File: src/rtl/input_stream_loader.sv
// rtl/input_stream_loader.sv - valid/ready stream to DEPTH x CH input buffer write sequencer
// Word address walks 0..DEPTH-1 per channel, channels 0..CH-1 per frame; single or continuous framing.
module input_stream_loader #(
  parameter int DATA_W = 8,
  parameter int DEPTH  = 9,
  parameter int CH     = 1,
  parameter int ADDR_W = $clog2(DEPTH),
  parameter int CH_W   = (CH > 1) ? $clog2(CH) : 1
) (
  input  logic              clk,
  input  logic              rst_n,
  input  logic              start,
  input  logic              mode,
  input  logic              abort,
  input  logic              full,
  input  logic              in_valid,
  input  logic [DATA_W-1:0] in_data,
  output logic              in_ready,
  output logic              wr,
  output logic [ADDR_W-1:0] wr_addr,
  output logic [CH_W-1:0]   wr_ch,
  output logic [DATA_W-1:0] wr_data,
  output logic              busy,
  output logic              done,
  output logic [15:0]       frame_cnt
);

  typedef enum logic {S_IDLE, S_LOAD} state_e;

  localparam logic [ADDR_W-1:0] ADDR_LAST = ADDR_W'(DEPTH - 1);
  localparam logic [CH_W-1:0]   CH_LAST   = CH_W'(CH - 1);

  state_e            state_q, state_d;
  logic [ADDR_W-1:0] addr_q, addr_d;
  logic [CH_W-1:0]   ch_q, ch_d;
  logic              mode_q, mode_d;
  logic              done_q, done_d;
  logic [15:0]       frame_cnt_q, frame_cnt_d;
  logic              accept;
  logic              last_addr;
  logic              last_ch;

  // Handshake is combinational so a word is written in the same cycle it is offered.
  assign in_ready  = (state_q == S_LOAD) && !full && !abort;
  assign accept    = in_ready && in_valid;
  assign wr        = accept;
  assign wr_addr   = addr_q;
  assign wr_ch     = ch_q;
  assign wr_data   = in_data;
  assign busy      = (state_q == S_LOAD);
  assign done      = done_q;
  assign frame_cnt = frame_cnt_q;

  assign last_addr = (addr_q == ADDR_LAST);
  assign last_ch   = (ch_q == CH_LAST);

  always_comb begin
    state_d     = state_q;
    addr_d      = addr_q;
    ch_d        = ch_q;
    mode_d      = mode_q;
    frame_cnt_d = frame_cnt_q;
    done_d      = 1'b0;
    case (state_q)
      S_IDLE: begin
        if (start && !abort) begin
          state_d     = S_LOAD;
          addr_d      = '0;
          ch_d        = '0;
          frame_cnt_d = '0;
          mode_d      = mode;
        end
      end
      S_LOAD: begin
        if (abort) begin
          state_d = S_IDLE;
          addr_d  = '0;
          ch_d    = '0;
        end else if (accept) begin
          if (!last_addr) begin
            addr_d = addr_q + ADDR_W'(1);
          end else begin
            addr_d = '0;
            if (!last_ch) begin
              ch_d = ch_q + CH_W'(1);
            end else begin
              // Frame end: continuous mode rolls straight into the next frame.
              ch_d        = '0;
              frame_cnt_d = frame_cnt_q + 16'd1;
              done_d      = 1'b1;
              if (!mode_q) state_d = S_IDLE;
            end
          end
        end
      end
      default: state_d = S_IDLE;
    endcase
  end

  always_ff @(posedge clk or negedge rst_n) begin
    if (!rst_n) begin
      state_q     <= S_IDLE;
      addr_q      <= '0;
      ch_q        <= '0;
      mode_q      <= 1'b0;
      done_q      <= 1'b0;
      frame_cnt_q <= '0;
    end else begin
      state_q     <= state_d;
      addr_q      <= addr_d;
      ch_q        <= ch_d;
      mode_q      <= mode_d;
      done_q      <= done_d;
      frame_cnt_q <= frame_cnt_d;
    end
  end

endmodule

File: config.mk
export PLATFORM = sky130hd
export DESIGN_NAME = input_stream_loader
export DESIGN_NICKNAME = d
export VERILOG_FILES = /design/src/rtl/input_stream_loader.sv
export SDC_FILE = /design/constraint.sdc
export NUM_CORES = 1
export LEC_CHECK = 0
export CAP_MARGIN = 20
export CORE_MARGIN = 1.5
export CORE_UTILIZATION = 45
export CTS_CLUSTER_SIZE = 25
export DETAILED_ROUTE_END_ITERATION = 12
export GPL_TIMING_DRIVEN = 0
export PLACE_DENSITY = 0.8
export SETUP_SLACK_MARGIN = 0.4
export SLEW_MARGIN = 15
export SYNTH_ARGS = -nofsm -noshare
export SYNTH_HDL_FRONTEND = slang
export SYNTH_SLANG_ARGS = --single-unit
File: constraint.sdc
create_clock -name clk -period 2.4 [get_ports clk]
set_clock_uncertainty 0.05 [all_clocks]
set_input_delay 0.36 -clock clk [delete_from_list [all_inputs] [get_ports clk]]
set_output_delay 0.36 -clock clk [all_outputs]
set_load 0.05 [all_outputs]
==> impl_metrics.tcl, run 1 <==
set metrics [dict create \
    critical_path_class "in -> out" \
    routed_wirelength_normalized_by_instance_count_um 14.2 \
    starting_density_of_the_core_pct 48.3 \
    area_growth_syn_to_layout_pct 35.3 \
    synth_seq_cells 23 \
    drt_drc_violations_left 3 \
    r2r-start "wr_addr[0]$_DFFE_PN0P_" \
    port-buffer-count 38 \
    die_height_um 58.1 \
    post-synth-top-area-cell "sky130_fd_sc_hd__dfrtp_1" \
    rrSetupSlack_ns 0.66 \
    timing.slew.headroom_pct 65.7 \
    irDropWorstVdd_mv 0.401 \
    antenna-diode-count 0 \
    grt_use_total_pct 18.9 \
    reg2reg_to "frame_cnt[12]$_DFFE_PN0P_" \
    post-route-period-util_pct 80.8 \
    floorplan.die.width_um 58.1 \
    pre_cts_ws_ns -0.103 \
    fill_cells 235 \
    report.final.setup_viol 0 \
    dieArea_um2 3380 \
    timing.final.max_slew_violations 0 \
    nets 204 \
    dominantRegCellSynth "sky130_fd_sc_hd__dfrtp_1" \
    max_slew.worst_pin.slew_ns 0.514 \
    syn_nets 160 \
    netlist_area_um2 1370 \
    hold_viol_final 0 \
    reg2reg_depth 6 \
    critical_path.endpoint_type "output pin" \
    dr_total_vias 1251 \
    cts_inserted_buffers 3 \
    clkSlewWorstSetupHoldPaths_ns 0.12 \
    clock_tree_from_tritoncts "done" \
    ant_nets 0 \
    floorplan.core_area_um2 2830 \
    vias_in_the_first_global_route 1129 \
    grt_max_degree 24 \
    drive_gt1_share_pct 15.1 \
    synth_cell_type_count 38 \
    synth_top_area_cells "sky130_fd_sc_hd__dfrtp_1 42%, sky130_fd_sc_hd__nand2_1 6.3%, sky130_fd_sc_hd__buf_4 5.5%" \
    clock_tree.htree_level_count 1 \
    synth_enable_flop_cells 0 \
    via_density_per_instance 5.79 \
    num_io_pins 48 \
    syn_inst 142 \
    routabilityCongestion 0.822 \
    globalRouteOverflowTotal 0 \
    worstSkewPairLatency_ns 0.31 \
    failing_checks "DRC" \
    category_of_the_worst_setup_path_launch_point "input pin" \
    detailed_place.area_um2 1790 \
    drtIter0Drc 43 \
    rsz0062_at_grt "yes" \
    synth-seq-area-share_pct 42.1 \
    synthArstFlopShare_pct 100 \
    final.setup.tns_ns 0 \
    clock_tree_sinks 23 \
    first_pass_iters 8 \
    dpl.hpwl_um 2210 \
    synth.top_cell.area_share_pct 42.1 \
    grt_antenna_before_repair 0 \
    maxCapViolations 0 \
    pwr_density_cell_nw_per_um2 633 \
    worstPathRequired_ns 1.99 \
    crit_fanout 8 \
    wl_um 3060 \
    setup_ws_ns 0.460 \
    cts_max_path_buffers 2 \
    hold_path.class "in -> async" \
    leakagePower_nw 0.993 \
    post_cts_buffers 0 \
    syn_area_per_cell_um2 9.62 \
    cp_data_arrival_time_ns 1.53 \
    final_design_area_no_fill_um2 1850 \
    result_of_the_run "complete, but fails checks" \
    first_pass_grt_wire_length_um 5050 \
    cts_root_buffer "sky130_fd_sc_hd__clkbuf_4" \
    yosys_warnings 0 \
    row_count 19 \
    fmax_mhz 515 \
    ctsHoldBuffers 0 \
    layout_min_cycle_time_ns 1.94 \
]
## where the power goes
group / internal, W / leakage [nW] / switching (W) / total, W
Clock: 0.0000649 / 0.0150 / 0.000116 / 0.000181
Sequential: 0.000438 / 0.304 / 0.0000695 / 0.000508
Combinational: 0.000159 / 0.674 / 0.000321 / 0.000480
Total: 0.000662 / 0.993 / 0.000507 / 0.00117
## flip-flops by register name, summed over array words and instances (netlist names)
name	flops
wr_addr	4
done	1
busy	1
frame_cnt	16
mode_q	1
## placed cells by master, fill, tap and decap left out, types with 2 or more instances in the layout
cell and count:
sky130_fd_sc_hd__clkdlybuf4s50_1 18, sky130_fd_sc_hd__ha_1 3, sky130_fd_sc_hd__a22o_1 2, sky130_fd_sc_hd__dlymetal6s2s_1 9, sky130_fd_sc_hd__nand3_1 14, sky130_fd_sc_hd__nor2b_2 2, sky130_fd_sc_hd__nand4b_1 6, sky130_fd_sc_hd__nand4_1 3
sky130_fd_sc_hd__a31oi_1 5, sky130_fd_sc_hd__o211ai_1 4, sky130_fd_sc_hd__buf_2 2, sky130_fd_sc_hd__buf_4 10, sky130_fd_sc_hd__o21ai_0 4, sky130_fd_sc_hd__a41oi_1 2, sky130_fd_sc_hd__inv_1 2, sky130_fd_sc_hd__nand2b_1 3
sky130_fd_sc_hd__and3_1 4, sky130_fd_sc_hd__nor2_1 4, sky130_fd_sc_hd__dfrtp_1 23, sky130_fd_sc_hd__buf_6 2, sky130_fd_sc_hd__clkbuf_4 4, sky130_fd_sc_hd__o41ai_1 2, sky130_fd_sc_hd__nand2_1 23, sky130_fd_sc_hd__o311ai_0 2
sky130_fd_sc_hd__dlygate4sd2_1 9, sky130_fd_sc_hd__mux2i_1 5
## cells in the mapped netlist, types with 2 or more instances
cell type and number:
sky130_fd_sc_hd__nand4b_1 6, sky130_fd_sc_hd__nor2b_1 2, sky130_fd_sc_hd__o41ai_1 2, sky130_fd_sc_hd__a22o_1 2, sky130_fd_sc_hd__inv_1 2, sky130_fd_sc_hd__a41oi_1 2, sky130_fd_sc_hd__o211ai_1 4, sky130_fd_sc_hd__a31oi_1 5
sky130_fd_sc_hd__nand2b_1 3, sky130_fd_sc_hd__nand4_1 3, sky130_fd_sc_hd__nand2_1 23, sky130_fd_sc_hd__mux2i_1 5, sky130_fd_sc_hd__nor2_1 4, sky130_fd_sc_hd__and3_1 4, sky130_fd_sc_hd__buf_4 10, sky130_fd_sc_hd__buf_6 2
sky130_fd_sc_hd__nand3_1 14, sky130_fd_sc_hd__dfrtp_1 23, sky130_fd_sc_hd__o311ai_0 2, sky130_fd_sc_hd__ha_1 3, sky130_fd_sc_hd__o21ai_0 4
## cells by family (layout without fill, tap and decap cells)
group	Yosys count	count (layout)	synth area share, %
and+or+nand+nor	69	69	30.1
AOI/OAI and AO/OA	24	24	12.5
DFF	23	23	42.1
buffers and inverters	17	60	8.61
muxes	5	5	3.66
adders and majority gates	3	3	2.75
other	1	1	0.274
## per-layer routing
metal,up-vias,share of wire (%),GRT usage (%)
met5,-,0,0
met4,0,1.6,3.99
met3,6,4.5,4.69
met2,39,48,31.8
met1,601,46,24.8
li1,605,-,-
## layout make-up
cell class / count / area, µm² / area share (%)
multi-input combinational: 102 / 678 / 36.7
timing repair buffer: 39 / 412 / 22.3
clock buffer: 4 / 26.3 / 1.42
sequential: 23 / 576 / 31.1
inverter: 3 / 11.3 / 0.609
buffer: 14 / 106 / 5.75
tap: 31 / 38.8 / 2.10
## what timing repair did
item / CTS / global route
resized for setup: 18 / 12
endpoints found under the setup margin: 11 / 11
cloned: 0 / 0
## through the flow
stage / hold slack [ns] / utilization [%] / total power [W] / instances
after detailed placement: 0.407 / 63.2 / 0.00101 / 211
after global routing: 0.286 / 65.3 / 0.00123 / 216
after global placement: 0.408 / 63.2 / 0.00100 / 211
after CTS: 0.437 / 63.7 / 0.00117 / 215
final: 0.282 / 65.3 / 0.00117 / 216
after floorplan: 0.0144 / - / 0.000848 / 142
## worst max-delay path by stage
| stage | slack, ns | end | depth (start not counted) | start |
|---|---|---|---|---|
| global placement | -0.12 | in_ready | 4 | abort |
| detailed placement | -0.10 | in_ready | 4 | abort |
| CTS | 0.35 | in_ready | 4 | busy$_DFF_PN0_ |
| floorplan | 0.40 | in_ready | 3 | busy$_DFF_PN0_ |
| global route | 0.36 | in_ready | 4 | busy$_DFF_PN0_ |
| finish | 0.46 | wr | 4 | abort |
## critical path: stages
cell and delay [ns]:
sky130_fd_sc_hd__clkdlybuf4s50_1 0.47, sky130_fd_sc_hd__and4bb_1 0.30, sky130_fd_sc_hd__buf_6 0.15, sky130_fd_sc_hd__clkbuf_4 0.24
Note: power is estimated with default switching activity, not from simulation.
==> run 2, diff against run 1 <==
- CORE_UTILIZATION: 45 -> 40
- PLACE_DENSITY: 0.8 -> 0.75
- clock period: 2.4 -> 1.65 ns (I/O delays scaled with it)
==> run 2 against run 1 <==
Effect of this change:
- the run ends with setup timing left
- global-route usage is 3.3 points higher
- critical path depth is 4 higher
- final area is 31% higher
- die area is 12% higher
- routed wire length is 42% higher
- via count is 19% higher
- first-iteration DRC count grew to 3.1 times the previous value
- largest cell class is now non-clock buffers
- highest routed layer unchanged
==> impl_metrics.tcl, run 2 (synthesis results as in run 1) <==
set metrics [dict create \
    result_of_the_run "complete, but fails checks" \
    failing_checks "setup timing" \
    num_io_pins 48 \
    starting_density_of_the_core_pct 41.3 \
    antenna-diode-count 0 \
    hold_path.class "in -> reg" \
    critical_path.endpoint_type "flop" \
    dr_total_vias 1491 \
    drtIter0Drc 135 \
    dpl.hpwl_um 2460 \
    port-buffer-count 38 \
    leading_cell_types_in_the_layout_fill_and_taps_excluded "33 x sky130_fd_sc_hd__buf_4, 20 x sky130_fd_sc_hd__nand2_1, 18 x sky130_fd_sc_hd__buf_6" \
    hold_slack_ns 0.413 \
    vias_in_the_first_global_route 1332 \
    pre_cts_ws_ns -0.690 \
    ant_nets 0 \
    worstHoldPathCells 3 \
    worstSkewPairLatency_ns 0.32 \
    clock_tree_sinks 23 \
    met2_usage_pct 38.3 \
    cp_data_arrival_time_ns 1.85 \
    max_slew.worst_pin.slew_ns 0.534 \
    fmax_mhz 598 \
    timing.final.max_slew_violations 0 \
    routed_wirelength_normalized_by_instance_count_um 16.3 \
    r2r-start "wr_addr[1]$_DFFE_PN0P_" \
    fill_cells 236 \
    first_pass_iters 4 \
    clkSlewWorstSetupHoldPaths_ns 0.15 \
    floorplan.die.width_um 61.4 \
    report.final.setup_viol 3 \
    clock_tree.htree_level_count 1 \
    worstPathRequired_ns 1.83 \
    hold_viol_final 0 \
    hold_path.startpoint "mode" \
    wl_um 4360 \
    die_height_um 61.4 \
    timing.hold.worst_endpoint "mode_q$_DFFE_PN0P_" \
    pwr_density_cell_nw_per_um2 824 \
    leakagePower_nw 1.11 \
    rsz0062_at_grt "yes" \
    category_of_the_worst_setup_path_launch_point "flop" \
    area_growth_syn_to_layout_pct 77.2 \
    globalRouteOverflowTotal 0 \
    timing.slew.headroom_pct 64.4 \
    post-route-period-util_pct 101 \
    via_density_per_instance 5.56 \
    mostFrequentLayoutCell "sky130_fd_sc_hd__buf_4" \
    irDropWorstVdd_mv 0.347 \
    drive_gt1_share_pct 54.5 \
    rrSetupSlack_ns -0.02 \
    first_pass_grt_wire_length_um 6220 \
    routabilityCongestion 0.840 \
    grt_antenna_before_repair 0 \
    floorplan.core_area_um2 3310 \
    detailed_place.area_um2 1850 \
    grt_use_total_pct 22.3 \
    layout_min_cycle_time_ns 1.67 \
    setup_ws_ns -0.0210 \
    maxCapViolations 0 \
    reg2reg_to "frame_cnt[6]$_DFFE_PN0P_" \
    cts_inserted_buffers 3 \
    cts_max_path_buffers 2 \
    dieArea_um2 3780 \
    grt.busiest_layer "met2" \
    reg2reg_depth 8 \
    final_design_area_no_fill_um2 2420 \
    layout.area.seq_um2 597 \
    crit_fanout 5 \
    grt_max_degree 24 \
    clock_tree_from_tritoncts "done" \
    area_of_combinational_cells_with_multiple_inputs_um2 836 \
    critical_path_class "reg -> reg" \
    grt_use_met1_pct 28.4 \
    nets 241 \
    row_count 21 \
    drt_drc_violations_left 0 \
    met3_usage_pct 2.73 \
    total_power_consumption_w 0.00200 \
    cts_root_buffer "sky130_fd_sc_hd__clkbuf_4" \
    number_of_flip_flops_in_the_largest_register 16 \
]
-- run 2: metrics by stage --
step           std cells  util, %  setup TNS (ns)
2_1_floorplan        142        -          -0.145
3_3_place_gp         226     55.9           -4.26
3_5_place_dp         226     55.9           -5.63
4_1_cts              253     68.5         -0.0425
5_1_grt              268     73.1          -0.377
6_report             268     73.1         -0.0422
-- run 2: how the worst max path moves through the flow --
stage	startpoint	end	slack (ns)	cells past startpoint
floorplan	busy$_DFF_PN0_	frame_cnt[12]$_DFFE_PN0P_	-0.03	6
detailed placement	abort	in_ready	-0.69	4
global placement	abort	in_ready	-0.68	4
global route	busy$_DFF_PN0_	wr	-0.06	4
CTS	busy$_DFF_PN0_	wr	-0.02	4
finish	wr_addr[1]$_DFFE_PN0P_	frame_cnt[6]$_DFFE_PN0P_	-0.02	8
-- run 2: area by class of cell --
type                       count  area share [%]
inverter                       3           0.775
tap                           46            2.38
clock buffer                   4            1.09
buffer                        14            4.70
multi-input combinational    104            34.5
timing repair buffer          74            31.9
sequential                    23            24.7
-- run 2: routing by layer --
metal / wire, µm / vias to the layer above / share of wire (%)
met2: 2310 / 77 / 53
met4: 72 / 0 / 1.6
li1: - / 680 / -
met1: 1750 / 724 / 40
met5: 0 / - / 0
met3: 239 / 10 / 5.5
-- run 2: worst max-delay path: stages, from the launching register on --
cell and delay, ns:
sky130_fd_sc_hd__dfrtp_2 0.45, sky130_fd_sc_hd__inv_2 0.08, sky130_fd_sc_hd__ha_4 0.13, sky130_fd_sc_hd__and3b_2 0.32, sky130_fd_sc_hd__nand2_8 0.11, sky130_fd_sc_hd__inv_8 0.08
sky130_fd_sc_hd__buf_6 0.12, sky130_fd_sc_hd__nand4b_1 0.11, sky130_fd_sc_hd__o211ai_1 0.12
-- run 2: power breakdown --
part	switching [W]	leakage (nW)	total [W]	internal, W
logic	0.000536	0.816	0.000930	0.000395
clock network	0.000186	0.0150	0.000280	0.0000945
registers	0.000133	0.280	0.000785	0.000652
total	0.000854	1.11	0.00200	0.00114
-- run 2: what timing repair did --
| item | in CTS | in global routing |
|---|---|---|
| hold buffers | 0 | 1 |
| gates cloned | 3 | 0 |
| endpoints found under the setup margin | 68 | 45 |
| pin swaps | 10 | 7 |
| hold endpoints to repair | 0 | 10 |
| resized for setup | 219 | 8 |
| setup buffers | 20 | 13 |
